==> src/rtl/apb_pkg.sv <==
// Shared types and constants for the APB completer port.
package apb_pkg;

    // Transfer sequencing states of the completer FSM
    typedef enum logic [1:0] {
        IDLE = 2'd0,
        WAIT = 2'd1,
        RESP = 2'd2,
        HOLD = 2'd3
    } state_t;

    // Address field positions inside addr_in
    localparam int PORT_MSB = 10;
    localparam int PORT_LSB = 8;
    localparam int IDX_MSB  = 7;
    localparam int IDX_LSB  = 2;

    // Peripheral select codes on sel_port
    localparam logic [2:0] GPIO  = 3'd2;
    localparam logic [2:0] UART  = 3'd3;
    localparam logic [2:0] TIMER = 3'd4;
    localparam logic [2:0] I2C   = 3'd5;
    localparam logic [2:0] SPI   = 3'd6;
    localparam logic [2:0] PWM   = 3'd7;

    // Word index field of the low address byte
    function automatic logic [5:0] addr_idx(input logic [7:0] addr);
        return addr[IDX_MSB:IDX_LSB];
    endfunction

endpackage

==> src/rtl/apb_reg_bank.sv <==
// Bank of NUM_REGS 32-bit read/write registers with a single write port,
// a combinational read mux and a flat view of all contents.
module apb_reg_bank #(
    parameter int          NUM_REGS  = 4,
    parameter logic [31:0] RESET_VAL = 32'h0
) (
    input  logic                    clk,
    input  logic                    rst,
    input  logic                    we,
    input  logic [5:0]              widx,
    input  logic [31:0]             wdata,
    input  logic [5:0]              ridx,
    output logic [31:0]             rdata,
    output logic [NUM_REGS*32-1:0]  regs_flat
);

    logic [31:0] regs_r [NUM_REGS];

    // Register storage: reset to RESET_VAL, write the addressed word
    always_ff @(posedge clk) begin
        if (!rst) begin
            for (int k = 0; k < NUM_REGS; k++) begin
                regs_r[k] <= RESET_VAL;
            end
        end else if (we) begin
            for (int k = 0; k < NUM_REGS; k++) begin
                if (widx == 6'(k)) begin
                    regs_r[k] <= wdata;
                end
            end
        end
    end

    // Read mux: out-of-range indices read as zero
    always_comb begin
        rdata = 32'h0;
        for (int k = 0; k < NUM_REGS; k++) begin
            rdata = (ridx == 6'(k)) ? regs_r[k] : rdata;
        end
    end

    // Flatten the array so reg k sits at bits [32k+31:32k]
    always_comb begin
        regs_flat = {(NUM_REGS*32){1'b0}};
        for (int k = 0; k < NUM_REGS; k++) begin
            regs_flat[32*k +: 32] = regs_r[k];
        end
    end

endmodule

==> src/rtl/apb_slave_port.sv <==
// APB completer: decodes its port ID, inserts WAIT_CYCLES wait states,
// accesses a local register bank plus one read-only status word, and
// answers with a one-cycle ready pulse carrying rdata or slv_err.
module apb_slave_port
    import apb_pkg::*;
#(
    parameter logic [2:0]  PORT_ID     = 3'd2,
    parameter int          NUM_REGS    = 4,
    parameter int          WAIT_CYCLES = 0,
    parameter logic [31:0] RESET_VAL   = 32'h0
) (
    input  logic                   clk,
    input  logic                   rst,
    input  logic [2:0]             sel_port,
    input  logic                   en,
    input  logic                   wr_in,
    input  logic [11:0]            addr_in,
    input  logic [31:0]            data_in,
    input  logic [31:0]            sts_in,
    output logic                   ready,
    output logic [31:0]            rdata,
    output logic                   slv_err,
    output logic [NUM_REGS*32-1:0] regs_out
);

    localparam logic [3:0] CNT_INIT = 4'(WAIT_CYCLES);
    localparam logic [5:0] STS_IDX  = 6'(NUM_REGS);

    state_t      state_r, state_nxt_s;
    logic [3:0]  cnt_r;
    logic [7:0]  addr_r;
    logic        wr_r;
    logic [31:0] data_r;
    logic        ready_r;
    logic [31:0] rdata_r;
    logic        slv_err_r;

    logic        hit_s;
    logic        commit_s;
    logic        we_s;
    logic        err_s;
    logic [5:0]  idx_s;
    logic [31:0] bank_rdata_s;
    logic [31:0] rd_val_s;
    logic        unused_addr_s;

    // The port field duplicates sel_port; decode relies on sel_port alone
    assign unused_addr_s = ^{addr_in[11], addr_in[PORT_MSB:PORT_LSB]};

    assign hit_s = (sel_port == PORT_ID) && en;

    apb_reg_bank #(
        .NUM_REGS  (NUM_REGS),
        .RESET_VAL (RESET_VAL)
    ) u_bank (
        .clk       (clk),
        .rst       (rst),
        .we        (we_s),
        .widx      (idx_s),
        .wdata     (data_r),
        .ridx      (idx_s),
        .rdata     (bank_rdata_s),
        .regs_flat (regs_out)
    );

    // State register
    always_ff @(posedge clk) begin
        if (!rst) begin
            state_r <= IDLE;
        end else begin
            state_r <= state_nxt_s;
        end
    end

    // Next-state logic; HOLD waits for en low so a held request is served once
    always_comb begin
        state_nxt_s = IDLE;
        case (state_r)
            IDLE: begin
                if (hit_s) state_nxt_s = WAIT;
                else       state_nxt_s = IDLE;
            end
            WAIT: begin
                if (!hit_s)               state_nxt_s = IDLE;
                else if (cnt_r != 4'd0)   state_nxt_s = WAIT;
                else                      state_nxt_s = RESP;
            end
            RESP: state_nxt_s = HOLD;
            HOLD: begin
                if (!en) state_nxt_s = IDLE;
                else     state_nxt_s = HOLD;
            end
            default: state_nxt_s = IDLE;
        endcase
    end

    // Commit strobe and address decode of the latched request
    always_comb begin
        commit_s = (state_r == WAIT) && hit_s && (cnt_r == 4'd0);
        idx_s    = addr_idx(addr_r);
        we_s     = 1'b0;
        err_s    = 1'b0;
        rd_val_s = 32'h0;
        if (addr_r[1:0] != 2'b00) begin
            err_s = 1'b1;
        end else if (idx_s < STS_IDX) begin
            we_s     = commit_s && wr_r;
            rd_val_s = bank_rdata_s;
        end else if (idx_s == STS_IDX) begin
            err_s    = wr_r;
            rd_val_s = sts_in;
        end else begin
            err_s = 1'b1;
        end
    end

    // Request latch, wait counter and registered response outputs
    always_ff @(posedge clk) begin
        if (!rst) begin
            cnt_r     <= 4'd0;
            addr_r    <= 8'h0;
            wr_r      <= 1'b0;
            data_r    <= 32'h0;
            ready_r   <= 1'b0;
            rdata_r   <= 32'h0;
            slv_err_r <= 1'b0;
        end else begin
            ready_r <= commit_s;
            if (state_r == IDLE && hit_s) begin
                addr_r <= addr_in[7:0];
                wr_r   <= wr_in;
                data_r <= data_in;
                cnt_r  <= CNT_INIT;
            end else if (state_r == WAIT && hit_s && cnt_r != 4'd0) begin
                cnt_r <= cnt_r - 4'd1;
            end
            if (commit_s) begin
                rdata_r   <= err_s ? 32'h0 : (wr_r ? 32'h0 : rd_val_s);
                slv_err_r <= err_s;
            end else if (state_r == RESP) begin
                rdata_r   <= 32'h0;
                slv_err_r <= 1'b0;
            end
        end
    end

    assign ready   = ready_r;
    assign rdata   = rdata_r;
    assign slv_err = slv_err_r;

endmodule

==> config.mk <==
export PLATFORM = sky130hd
export DESIGN_NAME = apb_slave_port
export DESIGN_NICKNAME = d
export VERILOG_FILES = /design/src/rtl/apb_pkg.sv /design/src/rtl/apb_reg_bank.sv /design/src/rtl/apb_slave_port.sv
export SDC_FILE = /design/constraint.sdc
export NUM_CORES = 1
export LEC_CHECK = 0
export CORE_UTILIZATION = 37
export CTS_CLUSTER_DIAMETER = 50
export DETAILED_ROUTE_END_ITERATION = 8
export GPL_TIMING_DRIVEN = 0
export HOLD_SLACK_MARGIN = 0.06
export PLACE_DENSITY = 0.66
export SYNTH_ARGS = -nofsm -noshare
export SYNTH_HDL_FRONTEND = slang
export SYNTH_HIERARCHICAL = 1
export SYNTH_SLANG_ARGS = --single-unit
export TNS_END_PERCENT = 20
==> constraint.sdc <==
create_clock -name clk -period 7.1 [get_ports clk]
set_clock_uncertainty 0.15 [all_clocks]
set_input_delay 1.065 -clock clk [delete_from_list [all_inputs] [get_ports clk]]
set_output_delay 1.065 -clock clk [all_outputs]
set_load 0.03 [all_outputs]
==> metrics.yaml <==
timing:
  relSlewSlack_pct: 12.6
  fmax_mhz: 204
  min_period_ns: 4.91
  worst_pin_slew_ns: 1.30
  finalHoldViolations: 0
  rsz0062_at_grt: "false"
  finalCritPeriodShare_pct: 69.1
  drv_slew: 0
  setup_viol: 0
critical_path:
  critical_path_class: "in2reg"
  start_kind: "input port"
  cp_max_fo: 10
  rr_endpoint: "u_bank/regs_r[0][16]"
  critPathCapture: "u_bank/regs_r[0][16]"
  ff2ff_path_depth: 13
  critPathArrivalTime_ns: 4.98
  required_ns: 7.17
  r2r_setup_slack_ns: 2.78
  regToRegStartpoint: "cnt_r[0]"
  worstSetupEndpointType: "flip-flop"
  cp-startpoint: "en"
synth:
  synth_top_area_share_pct: 38.9
  syn_nets: 909
  synth_top_area_cell: "edfxtp_1"
  postSynthAreaPerCell_um2: 12.0
  netlist_top_cells_area: "edfxtp_1 (39%), dfxtp_1 (16%), nor3_2 (8.1%)"
  synth.yosys.seq_area_share_pct: 55.4
  synthCells: 825
  synthDistinctLibCells: 46
  yosysWarnings: 6
  syn_area_mm2: 0.00987
  synth_seq_cells: 209
clock_network:
  root_buffer: "clkbuf_16"
  cts_tree: "yes"
  cts_buffer_depth: 3
  cts_buffers: 26
  ctsResizeCount: 0
  clock-sinks: 209
  cts_setup_buffers: 0
  holdBufCountCts: 0
  cts_max_level: 1
  clk_latency_ns: 0.51
  clkTransAtPathRegs_ns: 0.06
layout:
  nets: 1197
  fillers: 2301
  syn_to_final_growth_pct: 40.5
  instances_no_fill: 1470
  drive_gt1_share_pct: 20.0
hold_path:
  hold_path_class: "reg2reg"
  hold_depth: 2
detailed_routing:
  first_pass_iters: 6
  drt_first_iter_violations: 536
  via_per_inst: 5.27
  drt_wl_total_mm: 31.6
  drcViolationCount: 40
  route.vias.total: 7751
  wl_per_cell_um: 21.5
  final_antenna_net_count: 0
grt:
  antenna_found_initial: 3
  grt_max_degree: 17
  grt_pass1_wl_mm: 46.3
  grt_pass1_vias: 7714
  track_usage_pct: 22.8
  grt-ovfl-total: 0
placement:
  dp_cells: 1420
  gpl.final_weighted_congestion: 0.863
  port_buffers: 240
  dp_hpwl_mm: 24.2
floorplan:
  die_h_um: 165
  start_util_pct: 37.8
  num_io_pins: 245
  row_count: 59
  die_area_mm2: 0.0273
  die_w_um: 165
  core_area_mm2: 0.0261
pwr:
  power.total_uw: 3080
  p_leak_uw: 0.00438
  peakVddDrop_uv: 208
  p_per_area_mw_per_mm2: 222
status:
  violations: "design-rule violations"
  outcome: "complete, but fails checks"
flow_run:
  drv_cap: 0
## report_power, final
part	total (uW)	switching [uW]	internal [uW]
combinational	302	168	134
sequential	1340	22.9	1310
clock	1440	523	916
total	3080	714	2370
## layout by cell type, fill, tap and decap left out, types with 4 or more instances in the layout
cell type	instances
buf_1	4
buf_2	19
nor2b_1	34
clkbuf_1	46
buf_4	15
nand3_1	42
o32ai_1	26
clkdlybuf4s50_1	240
nor3_2	80
edfxtp_1	128
o41ai_2	4
a21oi_1	75
clkbuf_16	31
dfxtp_1	81
and2_1	32
nor3_1	49
buf_6	19
o32ai_2	7
mux4_2	32
o21ai_0	44
inv_1	71
## state kept, by name, indices dropped and copies added, names as in the netlist
signal and cells:
u_bank/regs_r 128, data_r 32, rdata 32, addr_r 8, cnt_r 4, state_r 2, ready 1, slv_err 1
wr_r 1
## cell usage after synthesis (all sizes together)
cell type / number
nor3: 129
edfxtp: 128
dfxtp: 81
a21oi: 75
inv: 71
o21ai: 44
clkbuf: 43
nand3: 43
buf: 38
nor2b: 34
o32ai: 33
and2: 32
mux4: 32
o41ai: 4
nand4: 3
nand4bb: 3
nor2: 3
nor3b: 3
a211o: 2
mux2i: 2
nand2b: 2
nand4b: 2
nor4: 2
o211ai: 2
or4b: 2
a211oi: 1
a31oi: 1
and4: 1
ha: 1
nand2: 1
nor4bb: 1
o311ai: 1
o31a: 1
o31ai: 1
or2: 1
or3b: 1
or4bb: 1
## area by class of cell
class	count	area, um^2	share of cell area, %
Clock buffer	36	815	5.87
Clock inverter	12	151	1.09
Multi-Input combinational cell	464	3730	26.9
Inverter	71	267	1.92
Buffer	81	440	3.18
Antenna cell	2	5.00	0.0361
Tap cell	335	419	3.02
Timing Repair Buffer	260	2570	18.6
Sequential cell	209	5470	39.4
## per-stage QoR
| stage | cell area (um^2) | TNS [ns] | setup slack, ns | util, % | hold slack, ns |
|---|---|---|---|---|---|
| 2_1_floorplan | 9870 | 0 | 0.464 | - | 0.301 |
| 3_3_place_gp | 12700 | -379.69 | -3.00 | 48.6 | 0.290 |
| 3_5_place_dp | 12900 | 0 | 1.72 | 49.3 | 0.297 |
| 4_1_cts | 13900 | 0 | 2.24 | 53.0 | 0.306 |
| 5_1_grt | 13900 | 0 | 2.15 | 53.1 | 0.323 |
| 6_report | 13900 | 0 | 2.19 | 53.1 | 0.302 |
## worst max-delay path: stages
cell	delay, ns
clkdlybuf4s50_1	0.53
nor4bb_1	0.21
clkbuf_1	0.27
nand3_2	0.27
buf_2	0.34
nor2_1	0.12
or4b_1	0.44
buf_2	0.19
buf_6	0.16
o41ai_2	0.81
buf_6	0.25
buf_6	0.15
buf_4	0.17
## how the worst min path moves through the flow
| stage | slack (ns) | from | endpoint |
|---|---|---|---|
| after floorplan | 0.30 | cnt_r[1] | cnt_r[1] |
| after global placement | 0.29 | rdata[17] | rdata[17] |
| after detailed placement | 0.30 | rdata[15] | rdata[15] |
| after CTS | 0.31 | rdata[15] | rdata[15] |
| after global routing | 0.32 | rdata[15] | rdata[15] |
| final | 0.30 | rdata[15] | rdata[15] |
## metal layers
metal | share of wire (%) | wire [um] | global-route usage [%]
met5 | 0.041 | 13 | 0
met4 | 3.0 | 942 | 7.44
met3 | 8.2 | 2610 | 3.82
met2 | 49 | 15400 | 38.4
met1 | 40 | 12700 | 29.7
## logic make-up after synthesis
logic type,Yosys count,synth area share [%]
multiplexers,34,7.50
adder cells (fa/ha/maj),1,0.127
AND/OR/NAND/NOR,264,19.1
buffers and inverters,152,7.16
flip-flops,209,55.4
AO/OA/AOI/OAI,165,10.8
Note: power is estimated with default switching activity, not from simulation.
